===== config.mk =====
export PLATFORM = sky130hd
export DESIGN_NAME = spypath_capture
export DESIGN_NICKNAME = d
export VERILOG_FILES = /design/src/rtl/spypath_capture.sv
export SDC_FILE = /design/constraint.sdc
export NUM_CORES = 1
export LEC_CHECK = 0
export CAP_MARGIN = 10
export CELL_PAD_IN_SITES_DETAIL_PLACEMENT = 0
export CELL_PAD_IN_SITES_GLOBAL_PLACEMENT = 1
export CORE_UTILIZATION = 41
export CTS_BUF_LIST = sky130_fd_sc_hd__clkbuf_16
export DETAILED_ROUTE_END_ITERATION = 7
export PLACE_DENSITY_LB_ADDON = 0.05
export SETUP_SLACK_MARGIN = 0.4
export SKIP_CTS_REPAIR_TIMING = 1
export SKIP_LAST_GASP = 1
export SLEW_MARGIN = 20
export SYNTH_ARGS = -nofsm -noshare
export SYNTH_HDL_FRONTEND = slang
export SYNTH_SLANG_ARGS = --single-unit

===== constraint.sdc =====
create_clock -name clk -period 3.3 [get_ports clk]
set_input_delay 0.66 -clock clk [delete_from_list [all_inputs] [get_ports clk]]
set_output_delay 0.66 -clock clk [all_outputs]
set_load 0.03 [all_outputs]

===== src/rtl/spypath_capture.sv =====
// spypath_capture: measures delay-path latency by averaging 2^TRIALS_LOG2 launch/capture trials
module spypath_capture #(
  parameter int CNT_W       = 16,
  parameter int TRIALS_LOG2 = 3,
  parameter int TIMEOUT     = 1023,
  parameter int SETTLE_CYC  = 16
) (
  input  logic                         clk,
  input  logic                         rst,
  input  logic                         start,
  input  logic                         path_result,
  output logic                         path_input,
  output logic                         busy,
  output logic                         done,
  output logic                         timeout_err,
  output logic [CNT_W+TRIALS_LOG2-1:0] delay_sum,
  output logic [CNT_W-1:0]             delay_mean
);
  localparam int SW = CNT_W + TRIALS_LOG2;
  typedef enum logic [2:0] {IDLE, LAUNCH, WAIT, SETTLE, DONE} state_t;
  state_t state;
  logic sync_d, sync_q;
  logic [CNT_W-1:0] cnt;
  logic [TRIALS_LOG2-1:0] idx;
  assign delay_mean = delay_sum[SW-1:TRIALS_LOG2];
  // cnt doubles as the settle timer, since WAIT and SETTLE never overlap
  always_ff @(posedge clk) begin
    if (rst) begin
      state       <= IDLE;
      sync_d      <= 1'b0;
      sync_q      <= 1'b0;
      cnt         <= '0;
      idx         <= '0;
      path_input  <= 1'b0;
      busy        <= 1'b0;
      done        <= 1'b0;
      timeout_err <= 1'b0;
      delay_sum   <= '0;
    end else begin
      sync_d <= path_result;
      sync_q <= sync_d;
      done   <= 1'b0;
      case (state)
        IDLE: if (start) begin
          state       <= LAUNCH;
          busy        <= 1'b1;
          delay_sum   <= '0;
          idx         <= '0;
          timeout_err <= 1'b0;
        end
        LAUNCH: begin
          path_input <= ~path_input;
          cnt        <= '0;
          state      <= WAIT;
        end
        WAIT: if (sync_q == path_input) begin
          delay_sum <= delay_sum + SW'(cnt);
          if (&idx) begin
            state      <= DONE;
            done       <= 1'b1;
            path_input <= 1'b0;
          end else begin
            idx   <= idx + 1'b1;
            cnt   <= '0;
            state <= SETTLE;
          end
        end else if (cnt == CNT_W'(TIMEOUT)) begin
          timeout_err <= 1'b1;
          state       <= DONE;
          done        <= 1'b1;
          path_input  <= 1'b0;
        end else begin
          cnt <= cnt + 1'b1;
        end
        SETTLE: if (cnt == CNT_W'(SETTLE_CYC - 1)) state <= LAUNCH;
                else cnt <= cnt + 1'b1;
        DONE: begin
          state <= IDLE;
          busy  <= 1'b0;
        end
        default: state <= IDLE;
      endcase
    end
  end
endmodule


* After elaboration in Yosys (flattened, before gate mapping)
Cells that the tools add are included.
** Word-level totals
- Logic and storage cells :: 78
- Flip-flop bits (word level) :: 47
- Input bits :: 4
- Output and inout bits :: 39
** Cells by class
- Muxes and demuxes :: 31
- Add/subtract/negate cells :: 3
- Bitwise gates (word level) :: 2
- Reductions and logical operators :: 14
- Equality and inequality tests :: 18
** Operators by type and width (count)
- 2-to-1 mux 16 bit :: 4
- one-hot mux 16 bit (3 select lines) :: 1
- 2-to-1 mux 19 bit :: 2
- one-hot mux 19 bit (2 select lines) :: 1
- 2-to-1 mux 3 bit :: 8
- adder 19 x 16 -> 19 bit :: 1
- adder 16 x 1 -> 16 bit (second input constant) :: 1
- == test 16 x 10 -> 1 bit (second input constant) :: 1
- == test 16 x 4 -> 1 bit (second input constant) :: 1
- inequality test 2 bit (second input constant) :: 7
- inequality test 3 bit (second input constant) :: 4
- one-hot mux 3 bit (4 select lines) :: 1
- AND reduction 3 bit :: 4
- AND reduction 4 bit :: 3
- 2-to-1 mux 1 bit :: 10
- == test 3 x 2 -> 1 bit (second input constant) :: 2
- one-hot mux 1 bit (2 select lines) :: 3
- one-hot mux 3 bit (2 select lines) :: 1
- nonzero test 2 bit :: 3
- adder 3 x 1 -> 3 bit (second input constant) :: 1
- == test 3 x 1 -> 1 bit (second input constant) :: 1
- == test 3 bit (second input constant) :: 1
- logical NOT 3 bit :: 1
- nonzero test 3 bit :: 1
- 4 further kinds :: 5

* Logic depth before layout (Yosys ltp)
- Depth in word-level cells :: 4
- Mapped depth :: 8
- Mapped depth without buffers :: 8

* Worst setup path before layout
Ideal clock, no wire load.
- Kind :: flip-flop to flip-flop
- From :: register delay_sum[0]
- To :: register delay_sum[16]
- Path buffers :: 0
- Library setup time :: 70 ps
- Required time :: 3230 ps
- Period minus slack after synthesis :: 2420 ps
- Stages on the path, launching flop included :: 9
- Slack :: 880 ps
- Data arrival time :: 2350 ps
- Path through :: dfxtp_1 > ha_1 > fa_1 > a21o_1 > a221o_1 > a21oi_1 > o21ai_0 > a21bo_2 > a21oi_1
** On the way
- Cells in the longest elaborated chain, start to end :: 3
** Ends and longest elaborated chain
- start: declaration :: line 16 : output logic [CNT_W+TRIALS_LOG2-1:0] delay_sum,
- start signal: assignment :: line 57 : delay_sum <= delay_sum + SW'(cnt);
- adder 19 x 16 -> 19 bit :: line 57
- 2-to-1 mux 19 bit :: line 56 : WAIT: if (sync_q == path_input) begin
- one-hot mux 19 bit (2 select lines) :: line 43 : case (state)
No other way between the ends. The select of a mux whose other input is x is not followed.
A chain may end at the register's enable or synchronous reset.

* Final worst setup path
- From :: register cnt[0]
- To :: register delay_sum[16]
** On the way
- Cells in the longest elaborated chain, start to end :: 3
** Ends and longest elaborated chain
- start: declaration :: line 23 : logic [CNT_W-1:0] cnt;
- start signal: assignment :: line 73 : cnt <= cnt + 1'b1;
- start signal: assignment :: line 76 : else cnt <= cnt + 1'b1;
- adder 19 x 16 -> 19 bit :: line 57
- 2-to-1 mux 19 bit :: line 56
- one-hot mux 19 bit (2 select lines) :: line 43
No other way between the ends. The select of a mux whose other input is x is not followed.

==> metrics <==
status=finished clean; count leader, synth=dfxtp_1; Final Power=0.00131 W; gp weighted congestion=just under 0.8; Yosys reg bits=47; Post-synth ARST share=0; Layout Nets=399; fin crit period=2.77 ns; switch share=0.250; top post-synthesis cells by count=dfxtp_1 (47), nor2_1 (42), nand2_1 (28); CP max-delay cell=a21oi_1; crit-path max cell delay=0.44 ns; setup_tns=0 ns; Hold Path Class=reg2reg; # IOs=43; CP cell instances=ha_1, fa_1, a21o_1, a221o_1, a21oi_1, o21ai_0, a21bo_2, a21oi_1; Initial Utilization=0.425; vias in the first global route=2,360; site row count=30; CTS Sinks=47; Main synth FF type=dfxtp_1; Max clock buf depth=2; Syn Area/Cell=8.28 um2; unrepaired setup endpoints after global routing=false; Worst setup EP type=register; antenna-violating nets left=0; Data arrival, critical path=2.99 ns; First DRT Iteration DRCs=89; initial antenna violation count=0; Clock Tree Root=clkbuf_16; H-tree depth=2; Chip Height=85.9 um; CP max FO=5; fin. max-slew vios=0; CTS clock-pin slew for the worst setup and hold paths=0.06 ns; Hold Vio Cnt, Final=0; DR pass1 iterations=4; Leak=between 1 and 1.5 nW; hpwl dp=roughly 5.0 mm; Final Setup Violations=0; skew final=0.00356 ns; DRC errors left=0; Bufs and invs on worst path=0; Top Family by Delay on Critical Path=compound AO/OA/AOI/OAI gates; final period utilization=0.839; Synth area leaders=dfxtp_1 (33%), ha_1 (8.2%), nor2_1 (5.5%); Port Buffers=42; post-DR wirelength/cell=~14 um; CP Class=reg2reg; CTS buffer count=5; syn_nets=around 370; GR Overflow Total=0; Worst VDD drop=0.244 mV; Via density=approximately 5.4; Seq/Total Area, Yosys=0.326; Max-slew headroom=0.503; Critical Path RT=~3.5 ns; clk_lat worst skew=0.29 ns; top cell type's share of synthesized area=0.326; ratio of cells with drive above 1 in the final layout=0.0480; Vias=2,533; Internal=0.000980 W; synth warn=0; core area=about 6800 um2; total track usage=0.195; Area Overhead vs Synth=19.4%; Most common cell on crit path=a21oi_1; Post-Synthesis Cells=~350; maxcap violations=0; Least-Margin Pin Slew=0.745 ns; CP Launch Type=register; Clk pwr share=0.435; Yosys cell types=57; DIE AREA=~7400 um2; Synth area leader=dfxtp_1; combinational fraction of design power=0.107; switching pwr=0.000326 W; fin worst setup slack=0.531 ns; Synth Cell Area=~2900 um2; Chip Width=85.9 um; Post-synth EDFFs=0; Pwr Density=379 nW/um2; total wire length=about 6.6 mm; Seq pwr share=0.458; DP Worst Slack=0.456 ns; first-pass GRT wire length=11.4 mm; ANT cells=0; CTS tree=built; largest net degree at the start of global routing=20; FMAX=0.361 GHz
[layout by cell type (no fill, tap or decap), drive strengths merged, types with 3 or more instances in the layout]
cell type	count
nand4	5
nor4b	6
nand2	28
o21ai	20
xor2	7
nand2b	5
clkbuf	5
a21oi	22
nor2b	4
or3	4
dfxtp	47
a22oi	7
clkdlybuf4s50	42
nor4	6
o211ai	3
nor3	10
mux2i	3
xnor2	18
ha	19
a31oi	5
nor2	43
inv	6
nand3	13
and3	5
a21o	6
and2	3
[worst reg2reg max path, cell delays in order, from the launching register on]
cell,delay [ns]
dfxtp_1,0.35
ha_1,0.23
fa_1,0.42
a21o_1,0.23
a221o_1,0.37
a21oi_1,0.44
o21ai_0,0.28
a21bo_2,0.26
a21oi_1,0.11
[cell type report]
| class | instances | area, um2 |
|---|---|---|
| clock buffers | 5 | 125 |
| clock inverters | 2 | 37.5 |
| fillers | 681 | 3340 |
| inverters | 6 | 22.5 |
| multi-input cells | 272 | 1780 |
| flip-flops and latches | 47 | 941 |
| well taps | 96 | 120 |
| repair buffers | 43 | 428 |
[kinds of logic after synthesis]
family                     synth area share
AOI/OAI and AO/OA                     0.184
xor gates and xnor gates             0.0784
adders and majority gates            0.0892
buffers and inverters                0.0606
DFF                                   0.326
muxes                                0.0104
and+or+nand+nor                       0.251
[power groups by stage]
stage / Clock, W / Combinational, W / Sequential, W
6_report: 0.000569 / 0.000140 / 0.000598
5_1_grt: 0.000608 / 0.000156 / 0.000602
4_1_cts: 0.000586 / 0.000141 / 0.000599
3_5_place_dp: 0 / 0.000140 / 0.000612
3_3_place_gp: 0 / 0.000140 / 0.000611
2_1_floorplan: 0 / 0.0000910 / 0.000614
[flip-flops by register name, summed over array words and instances (netlist names)]
name         cells
busy             1
delay_sum       19
done             1
idx              3
timeout_err      1
cnt             16
state            3
sync_d           1
path_input       1
sync_q           1
[path summary, 6_finish.rpt]
check	slack [ns]	end	depth (start not counted)	start
worst min-delay path	0.44	sync_q	1	sync_d
worst max register to register	0.53	delay_sum[16]	8	cnt[0]
worst min register to register	0.44	sync_q	1	sync_d
worst max-delay path	0.53	delay_sum[16]	8	cnt[0]
[through the flow]
| step | utilization | hold slack, ns | std cells | instance area, um2 |
|---|---|---|---|---|
| 6_report | 0.508 | 0.445 | 471 | 3450 |
| 3_5_place_dp | 0.484 | 0.434 | 464 | 3290 |
| 4_1_cts | 0.508 | 0.449 | 471 | 3450 |
| 2_1_floorplan | - | 0.414 | 349 | 2890 |
| 5_1_grt | 0.508 | 0.454 | 471 | 3450 |
| 3_3_place_gp | 0.483 | 0.422 | 464 | 3280 |
[per-layer routing]
metal	track usage	wire length (um)	vias to the layer above
met5	0	0	-
li1	-	-	1313
met2	0.314	3020	48
met3	0.0327	214	10
met1	0.266	3270	1162
met4	0.0621	127	0
(Power assumes the default switching activity.)
